==> src/rtl/lsu_stage.sv <==
`default_nettype none
// ============================================================================
// lsu_stage : three-state load/store unit between execute and writeback
// Rev 1.0
// ============================================================================

// Normally supplied by defs.v; this fallback keeps the file self-contained.
`ifndef MEM_SIZE
`define MEM_SIZE 32'h0000_1000
`endif

module lsu_stage (
  input  logic        i_clk,
  input  logic        i_rst,
  input  logic        i_valid,
  output logic        o_ready,
  input  logic [2:0]  i_op,
  input  logic [31:0] i_addr,
  input  logic [31:0] i_wdata,
  input  logic [4:0]  i_rd,
  output logic [31:0] o_ram_addr,
  output logic [2:0]  o_ram_insize,
  output logic        o_ram_insign,
  output logic [2:0]  o_ram_outsize,
  output logic [31:0] o_ram_data,
  input  logic [31:0] i_ram_data,
  input  logic        i_stall,
  output logic        o_done,
  output logic        o_wb_valid,
  output logic [4:0]  o_wb_rd,
  output logic [31:0] o_wb_data,
  output logic        o_exc,
  output logic [31:0] o_badaddr
);

  localparam logic [32:0] c_mem_limit = 33'(`MEM_SIZE);

  typedef enum logic [1:0] {
    S_IDLE   = 2'd0,
    S_ACCESS = 2'd1,
    S_RESP   = 2'd2
  } state_t;

  state_t      state_q, state_d;
  logic [2:0]  op_q;
  logic [31:0] addr_q;
  logic [31:0] wdata_q;
  logic [4:0]  rd_q;
  logic        exc_q;
  logic [31:0] wb_data_q;

  logic        w_accept;
  logic [2:0]  w_req_size;
  logic        w_misaligned;
  logic [32:0] w_req_end;
  logic        w_legal;
  logic [2:0]  w_size_q;
  logic        w_is_load_q;

  function automatic logic [2:0] op_size(input logic [2:0] op);
    case (op)
      3'd0, 3'd3, 3'd5: op_size = 3'd1;
      3'd1, 3'd4, 3'd6: op_size = 3'd2;
      default:          op_size = 3'd4;
    endcase
  endfunction

  assign o_ready  = (state_q == S_IDLE) && !i_rst;
  assign w_accept = i_valid && o_ready;

  // Range check is done in 33 bits so an access near 2^32 cannot wrap to a legal address.
  assign w_req_size   = op_size(i_op);
  assign w_misaligned = ((w_req_size == 3'd2) && i_addr[0]) ||
                        ((w_req_size == 3'd4) && (i_addr[1:0] != 2'b00));
  assign w_req_end    = {1'b0, i_addr} + {30'd0, w_req_size};
  assign w_legal      = !w_misaligned && (w_req_end <= c_mem_limit);

  assign w_size_q    = op_size(op_q);
  assign w_is_load_q = (op_q <= 3'd4);

  always_ff @(posedge i_clk or posedge i_rst) begin
    if (i_rst) begin
      state_q   <= S_IDLE;
      op_q      <= 3'd0;
      addr_q    <= 32'd0;
      wdata_q   <= 32'd0;
      rd_q      <= 5'd0;
      exc_q     <= 1'b0;
      wb_data_q <= 32'd0;
    end else begin
      state_q <= state_d;
      if (w_accept) begin
        op_q      <= i_op;
        addr_q    <= i_addr;
        wdata_q   <= i_wdata;
        rd_q      <= i_rd;
        exc_q     <= !w_legal;
        wb_data_q <= 32'd0;
      end else if ((state_q == S_ACCESS) && w_is_load_q) begin
        wb_data_q <= i_ram_data;
      end
    end
  end

  always_comb begin
    state_d       = state_q;
    o_ram_insize  = 3'd0;
    o_ram_insign  = 1'b0;
    o_ram_outsize = 3'd0;
    o_done        = 1'b0;
    o_wb_valid    = 1'b0;
    o_exc         = 1'b0;
    o_badaddr     = 32'd0;
    case (state_q)
      S_IDLE: begin
        if (w_accept) begin
          state_d = w_legal ? S_ACCESS : S_RESP;
        end
      end
      S_ACCESS: begin
        state_d = S_RESP;
        if (w_is_load_q) begin
          o_ram_insize = w_size_q;
          o_ram_insign = (op_q <= 3'd2);
        end else begin
          o_ram_outsize = w_size_q;
        end
      end
      S_RESP: begin
        o_done     = 1'b1;
        o_wb_valid = w_is_load_q && !exc_q;
        o_exc      = exc_q;
        o_badaddr  = exc_q ? addr_q : 32'd0;
        if (!i_stall) begin
          state_d = S_IDLE;
        end
      end
      default: state_d = S_IDLE;
    endcase
  end

  assign o_ram_addr = addr_q;
  assign o_ram_data = wdata_q;
  assign o_wb_rd    = rd_q;
  assign o_wb_data  = wb_data_q;

endmodule

`default_nettype wire

==> config.mk <==
export PLATFORM = sky130hd
export DESIGN_NAME = lsu_stage
export DESIGN_NICKNAME = d
export VERILOG_FILES = /design/src/rtl/lsu_stage.sv
export SDC_FILE = /design/constraint.sdc
export NUM_CORES = 1
export LEC_CHECK = 0
export ABC_CLOCK_PERIOD_IN_PS = 3500
export BUFFER_PORTS_ARGS = -buffer_cell sky130_fd_sc_hd__buf_2
export CAP_MARGIN = 20
export CORE_MARGIN = 3
export CORE_UTILIZATION = 35
export CTS_CLUSTER_SIZE = 30
export DETAILED_ROUTE_END_ITERATION = 8
export PLACE_DENSITY = 0.68
export SLEW_MARGIN = 20
export SYNTH_ARGS = -nofsm -noshare
export SYNTH_HDL_FRONTEND = slang
export SYNTH_SLANG_ARGS = --single-unit
==> constraint.sdc <==
create_clock -name i_clk -period 3.5 [get_ports i_clk]
set_input_delay 0.525 -clock i_clk [delete_from_list [all_inputs] [get_ports i_clk]]
set_output_delay 0.525 -clock i_clk [all_outputs]
set_load 0.02 [all_outputs]
==> results of run 1 <==
[sequential cells by signal (all words and copies together), names as in the netlist]
| name | flops |
|---|---|
| o_ram_addr | 32 |
| o_ram_data | 32 |
| o_wb_data | 32 |
| o_wb_rd | 5 |
| op_q | 3 |
| state_q | 2 |
| exc_q | 1 |
[report_power, final]
group,internal [mW],leakage [nW],switching [mW]
clock,0.497,0.140,0.489
sequential,1.40,1.38,0.107
combinational,0.298,2.41,0.572
total,2.19,3.93,1.17
[worst max-delay path, stage by stage]
cell and delay (ns):
buf_2 0.13, xor2_1 0.15, mux2i_1 0.10, ha_1 0.21, fa_1 0.41, a21o_1 0.24, and4_1 0.33, a311o_1 0.30
a22oi_1 0.22, o211ai_2 0.14, nor4_4 0.19, a21oi_1 0.11
[metal layers]
metal / wire, um / vias to the layer above
met5: 0 / -
met4: 231 / 0
met3: 1080 / 16
met2: 7090 / 191
met1: 6940 / 2306
li1: - / 2411
[stage by stage]
| step | setup WS (ns) | hold slack (ns) | cells | instance area [sq um] | utilization, % |
|---|---|---|---|---|---|
| 3_3_place_gp | 0.344 | 0.455 | 971 | 6520 | 46.4 |
| 6_report | 0.644 | 0.316 | 987 | 6810 | 48.5 |
| 4_1_cts | 0.636 | 0.338 | 987 | 6810 | 48.5 |
| 5_1_grt | 0.396 | 0.341 | 987 | 6810 | 48.5 |
| 2_1_floorplan | 0.158 | 0.495 | 562 | 5080 | - |
| 3_5_place_dp | 0.252 | 0.457 | 971 | 6520 | 46.4 |
[synthesized netlist by cell type, drive strengths merged]
library cell	number
a2111oi	1
a211o	1
a211oi	3
a21o	2
a21oi	9
a22o	32
a22oi	2
a311o	2
a311oi	1
and2	6
and3	35
and4	5
buf	2
clkbuf	29
dfrtp	107
fa	1
ha	3
inv	5
mux2	2
mux2i	2
nand2	221
nand2b	6
nand3	11
nand4	4
nand4b	1
nor2	14
nor2b	4
nor3	10
nor3b	4
nor4	3
nor4b	4
o2111a	1
o2111ai	4
o211ai	5
o21a	3
o21ai	8
o31ai	1
or3	3
or4	1
xnor2	1
xor2	3
[logic make-up after synthesis]
| kind of cell | count (synthesis) | synth area share [%] |
|---|---|---|
| adders and majority gates | 4 | 1.13 |
| AOI/OAI and AO/OA | 75 | 11.6 |
| buffers and inverters | 36 | 2.76 |
| and+or+nand+nor | 332 | 30.2 |
| muxes | 4 | 0.911 |
| xor gates and xnor gates | 4 | 0.690 |
| DFF | 107 | 52.7 |
[layout make-up]
class / count / share of cell area (%)
sequential: 107 / 39.3
timing repair buffer: 260 / 19.4
clock buffer: 9 / 3.31
multi-input combinational: 419 / 33.4
inverter: 5 / 0.312
clock inverter: 7 / 0.901
tap: 180 / 3.31
[how the worst max path moves through the flow]
| stage | from | to | slack, ns |
|---|---|---|---|
| after floorplan | i_rst | exc_q | 0.16 |
| after global placement | i_op[0] | exc_q | 0.34 |
| after detailed placement | i_op[0] | exc_q | 0.25 |
| after CTS | i_op[0] | exc_q | 0.64 |
| after global routing | i_op[0] | state_q[1] | 0.40 |
| final | i_op[0] | exc_q | 0.64 |
==> out/results.tsv, run 1 <==
stage	metric	value	unit
timing	setup_viol	0	
logic_synthesis	synth-seq-cells	107	
global_route	antenna_found_initial	0	
clock_network	cts_tree	built	
detailed_routing	drtIter0Drc	262	
setup_path	regToRegEndpoint	o_wb_data[13]	
detailed_routing	wl_per_cell	15.5	um
timing	tns	0	ns
clock_network	cts-root-buf	clkbuf_16	
cells_and_area	final_common_cell	buf_2	
floorplan	die-width	126	um
cells_and_area	syn2layout_area_growth	34.0	%
logic_synthesis	synth_top_area_share	52.7	%
global_route	grt_use_met3	4.88	%
placed_design	place_hpwl	11200	um
logic_synthesis	yosysWarnings	0	
setup_path	critPathLaunchType	input pin	
timing	finClkSkew	0.00662	ns
cells_and_area	fillers	1418	
floorplan	io_pins	252	
floorplan	die_h	126	um
setup_path	reg2reg_from	op_q[0]	
logic_synthesis	synth_area_leaders	dfrtp_1 53%, nand2_1 16%, a22o_1 5.5%	
detailed_routing	drt.antenna.violating_nets	0	
setup_path	rrSetupSlack	1.56	ns
detailed_routing	drc_errors	0	
min_path	holdCritPathClass	input pin to asynchronous set/reset pin	
floorplan	std_cell_rows	43	
job	max_cap_violations	0	
global_route	grt.met2_usage	30.2	%
placed_design	io_buffers	251	
clock_network	htreeDepth	3	
setup_path	end_kind	flip-flop	
clock_network	clock_latency	0.35	ns
setup_path	crit_fanout	10	
global_route	grtUsageTotal	18.8	%
detailed_routing	drtPass1Iterations	5	
clock_network	cts_buffer_depth	2	
floorplan	core_area	0.0140	sq mm
power_and_ir_drop	total_power	3.36	mW
setup_path	crit_type	input pin to flip-flop	
setup_path	crit_arrival	3.08	ns
clock_network	post_cts_resized	0	
detailed_routing	vias	4924	
logic_synthesis	synth.net_count	674	
power_and_ir_drop	ir_drop	0.341	mV
clock_network	cts_buffers	9	
run_status	status	completed	
timing	rsz0062_at_grt	false	
placed_design	gp_congestion	0.862	
floorplan	start_util	36.2	%
clock_network	post_cts_buffers	0	
power_and_ir_drop	p_leak	3.93	nW
timing	worst_pin_slew	1.02	ns
logic_synthesis	yosysTopAreaCell	dfrtp_1	
detailed_routing	avgViaCountPerCell	4.99	
global_route	grt.overflow.total	0	
clock_network	clock-sinks	107	
timing	fin_crit_sh	81.6	%
floorplan	die_area	0.0160	sq mm
cells_and_area	multi_input_area	0.00227	sq mm
global_route	grt_pass1_wl	24400	um
cells_and_area	layout_common_cells	251 x buf_2, 220 x nand2_1, 107 x dfrtp_1	
logic_synthesis	ys_types	49	
timing	min_period	2.86	ns
setup_path	rr_worst_depth	5	
timing	final_hold_viol_count	0	
logic_synthesis	synth.avg_cell_area	9.04	sq um
setup_path	critPathRequiredTime	3.72	ns
clock_network	clk_pin_slew	0.07	ns
logic_synthesis	synthCells	562	
global_route	grt_max_degree	78	
logic_synthesis	synth_area	0.00508	sq mm
cells_and_area	drive_gt1_share	36.1	%
power_and_ir_drop	powerDensity	493	mW/mm^2
cells_and_area	seqCellArea	0.00268	sq mm
global_route	use_met1	25.6	%
cells_and_area	nets	914	
cells_and_area	antennaDiodeCount	0	
clock_network	holdBufCountCts	0	
logic_synthesis	ys_seq_area_share	52.7	%
global_route	grt_pass1_vias	4677	
timing	slew_violations	0	
timing	maxSlewHeadroom	32.1	%
timing	max_freq	0.350	GHz
global_route	grt_busiest_layer	met2	
detailed_routing	routed_wl	15300	um
Note: power is estimated with default switching activity, not from simulation.
==> run 2: changes to the inputs <==
ABC_AREA = 1   (was unset)
ABC_CLOCK_PERIOD_IN_PS = 2850   (was 3500)
PLACE_DENSITY = 0.64   (was 0.68)
clock period = 2.85 ns   (was 3.5 ns; I/O delays follow)
==> run 2 against run 1 <==
Combinational power grew 37%. Via count grew 19%. Critical path type unchanged. Clock power grew 25%. Global-route usage grew 0.55 points.
==> out/results.tsv, run 2 <==
stage	metric	value	unit	change
logic_synthesis	async_flop_share	100	%	unchanged
logic_synthesis	synth_edf_count	0		unchanged
floorplan	die-width	134	um	+6.0%
logic_synthesis	synth_most_common_cell	nand2_1		
logic_synthesis	synth.avg_cell_area	7.11	sq um	-21%
floorplan	die_area	0.0180	sq mm	+12%
cells_and_area	drive_gt1_share	29.6	%	-6.4 points
clock_network	clock-sinks	107		unchanged
global_route	grtUsageTotal	19.3	%	+0.55 points
power_and_ir_drop	ir_drop	0.289	mV	-15%
global_route	grt_pass1_vias	5316		+14%
detailed_routing	routed_wl	17700	um	+15%
cells_and_area	final_core_util	47.8	%	-0.64 points
logic_synthesis	synth_area	0.00574	sq mm	+13%
setup_path	crit_fanout	8		-2
floorplan	start_util	36.0	%	-0.17 points
clock_network	clk_pin_slew	0.08	ns	about the same
placed_design	place_hpwl	13500	um	+20%
logic_synthesis	ys_seq_area_share	46.6	%	-6.1 points
global_route	grt_busiest_layer	met2		
setup_path	end_kind	flip-flop		
logic_synthesis	ys.flop_type	dfrtp_1		
logic_synthesis	synth_top_area_share	46.6	%	-6.1 points
logic_synthesis	ys_types	26		-47%
logic_synthesis	yosysWarnings	0		unchanged
clock_network	cts_buffers	9		unchanged
timing	fin_ws	0.320	ns	-0.324 ns
logic_synthesis	yosysTopAreaCell	dfrtp_1		
logic_synthesis	synthCells	807		+44%
power_and_ir_drop	powerDensity	560	mW/mm^2	+14%
floorplan	std_cell_rows	46		+7.0%
timing	tns	0	ns	unchanged
global_route	use_met1	25.6	%	about the same
timing	max_freq	0.395	GHz	
clock_network	htreeDepth	3		unchanged
power_and_ir_drop	p_leak	4.52	nW	+15%
global_route	grt.met2_usage	32.5	%	+2.3 points
power_and_ir_drop	total_power	4.27	mW	+27%
setup_path	crit_arrival	2.77	ns	-0.31 ns
cells_and_area	layout_common_cells	303 x nand2_1, 251 x buf_2, 107 x dfrtp_1		
placed_design	io_buffers	251		unchanged
timing	finClkSkew	0.00713	ns	+0.000510 ns
timing	maxSlewHeadroom	52.5	%	+20 points
detailed_routing	wl_per_cell	13.9	um	-11%
logic_synthesis	synthTopCellsByCount	306 x nand2_1, 107 x dfrtp_1, 93 x inv_1, 83 x nor2_1, 73 x o21ai_0		
detailed_routing	drc_errors	0		unchanged
setup_path	rrSetupSlack	1.00	ns	-0.56 ns
detailed_routing	drtPass1Iterations	7		+2
clock_network	cts-root-buf	clkbuf_16		
clock_network	clock_latency	0.35	ns	about the same
setup_path	crit_type	input pin to flip-flop		
clock_network	cts_tree	built		
cells_and_area	syn2layout_area_growth	32.9	%	
detailed_routing	avgViaCountPerCell	4.58		-8.1%
cells_and_area	final_common_cell	nand2_1		
logic_synthesis	synth.net_count	919		+36%
min_path	holdCritPathClass	input pin to asynchronous set/reset pin		
cells_and_area	fillers	1614		+14%
setup_path	critPathLaunchType	input pin		
cells_and_area	antennaDiodeCount	0		unchanged
run_status	status	completed		
timing	hold_ws	0.243	ns	-0.0734 ns
floorplan	die_h	134	um	+6.0%
floorplan	io_pins	252		unchanged
job	max_cap_violations	0		unchanged
logic_synthesis	synth_area_leaders	dfrtp_1 47%, nand2_1 20%, o21ai_0 6.4%		
logic_synthesis	synth-seq-cells	107		unchanged
global_route	grt_max_degree	108		+38%
placed_design	gp_congestion	0.878		+1.9%
timing	min_period	2.53	ns	
clock_network	cts_buffer_depth	2		unchanged
floorplan	core_area	0.0159	sq mm	+14%
global_route	grt_pass1_wl	27900	um	+15%
detailed_routing	drtIter0Drc	367		+40%
placed_design	place_ws	-0.135	ns	-0.387 ns
global_route	antenna_found_initial	1		+1
timing	slew_violations	0		unchanged
timing	worst_pin_slew	0.712	ns	-0.306 ns
timing	final_hold_viol_count	0		unchanged
setup_path	critPathRequiredTime	3.09	ns	-0.63 ns
detailed_routing	vias	5836		+19%
timing	fin_crit_sh	88.8	%	
timing	rsz0062_at_grt	false		
global_route	grt.overflow.total	0		unchanged
timing	setup_viol	0		unchanged
detailed_routing	drt.antenna.violating_nets	0		unchanged
cells_and_area	nets	1164		+27%
global_route	grt_use_met3	3.71	%	-1.2 points
run 2: changes by cell type after synthesis, moves of 5 or more:
cell	before	now
inv_1	5	93
nand2_1	221	306
nor2_1	14	83
o21ai_0	7	73
nand3_1	10	63
and3_1	35	0
a22o_1	32	0
a21oi_1	9	2
nand2b_1	6	0
and2_1	5	0
run 2: per-stage QoR:
step | cell area, sq um | instances
3_5_place_dp | 7320 | 1257
6_report | 7630 | 1273
5_1_grt | 7630 | 1273
3_3_place_gp | 7320 | 1257
4_1_cts | 7610 | 1273
2_1_floorplan | 5740 | 807
run 2: timing repair:
item / 4_1_cts / 5_1_grt
hold buffers: 0 / 0
gates resized for setup: 0 / 7
buffers inserted: 0 / 0
setup endpoints to repair: 0 / 3
run 2: area by class of cell:
class / instances / area (sq um) / area share [%]
Sequential cell: 107 / 2680 / 35.1
Clock buffer: 10 / 229 / 3.00
Inverter: 94 / 357 / 4.68
Timing Repair Buffer: 267 / 1410 / 18.5
Multi-Input combinational cell: 573 / 2620 / 34.3
Tap cell: 216 / 270 / 3.54
Clock inverter: 6 / 62.6 / 0.820
run 2: critical path, cell delays in order:
cell and delay (ns):
buf_2 0.09, inv_1 0.06, o21ai_0 0.13, o21ai_1 0.10
buf_4 0.14, inv_2 0.07, nor2_1 0.05, ha_1 0.36
nand3_1 0.11, nand2_2 0.15, nand3_4 0.13, nor2_8 0.19
nand2_4 0.08, nor2_2 0.13, nand2_1 0.08, xor2_1 0.13
nand2_1 0.07, inv_1 0.06, nand3_2 0.08, nand2_1 0.08
nand2_1 0.06
run 2: per-layer routing:
| layer | part of all wire (%) | up-vias |
|---|---|---|
| met5 | 0.073 | - |
| met4 | 1.4 | 2 |
| met3 | 7.1 | 18 |
| met2 | 48 | 207 |
| met1 | 44 | 2615 |
| li1 | - | 2994 |
run 2: worst paths after layout:
path,depth (start not counted),start,to
hold reg to reg,2,o_ram_data[2],o_ram_data[2]
setup reg to reg,5,state_q[1],o_ram_addr[30]
min in group i_clk,3,i_rd[4],o_wb_rd[4]
max in group asynchronous,3,i_rst,o_ram_addr[19]
hold / removal,3,i_rst,o_wb_data[7]
setup / recovery,21,i_op[0],exc_q
run 2: cell families after synthesis:
group           share of synthesized area, %
simple gates                            36.6
buf+inv                                 8.30
flops                                   46.6
compound gates                          6.69
xor+xnor                               0.763
fa+ha+maj                               1.00
run 2: where the power goes:
group / leakage [nW] / switching (mW) / internal [mW]
Combinational: 3.00 / 0.798 / 0.393
Clock: 0.142 / 0.616 / 0.614
Sequential: 1.38 / 0.138 / 1.72
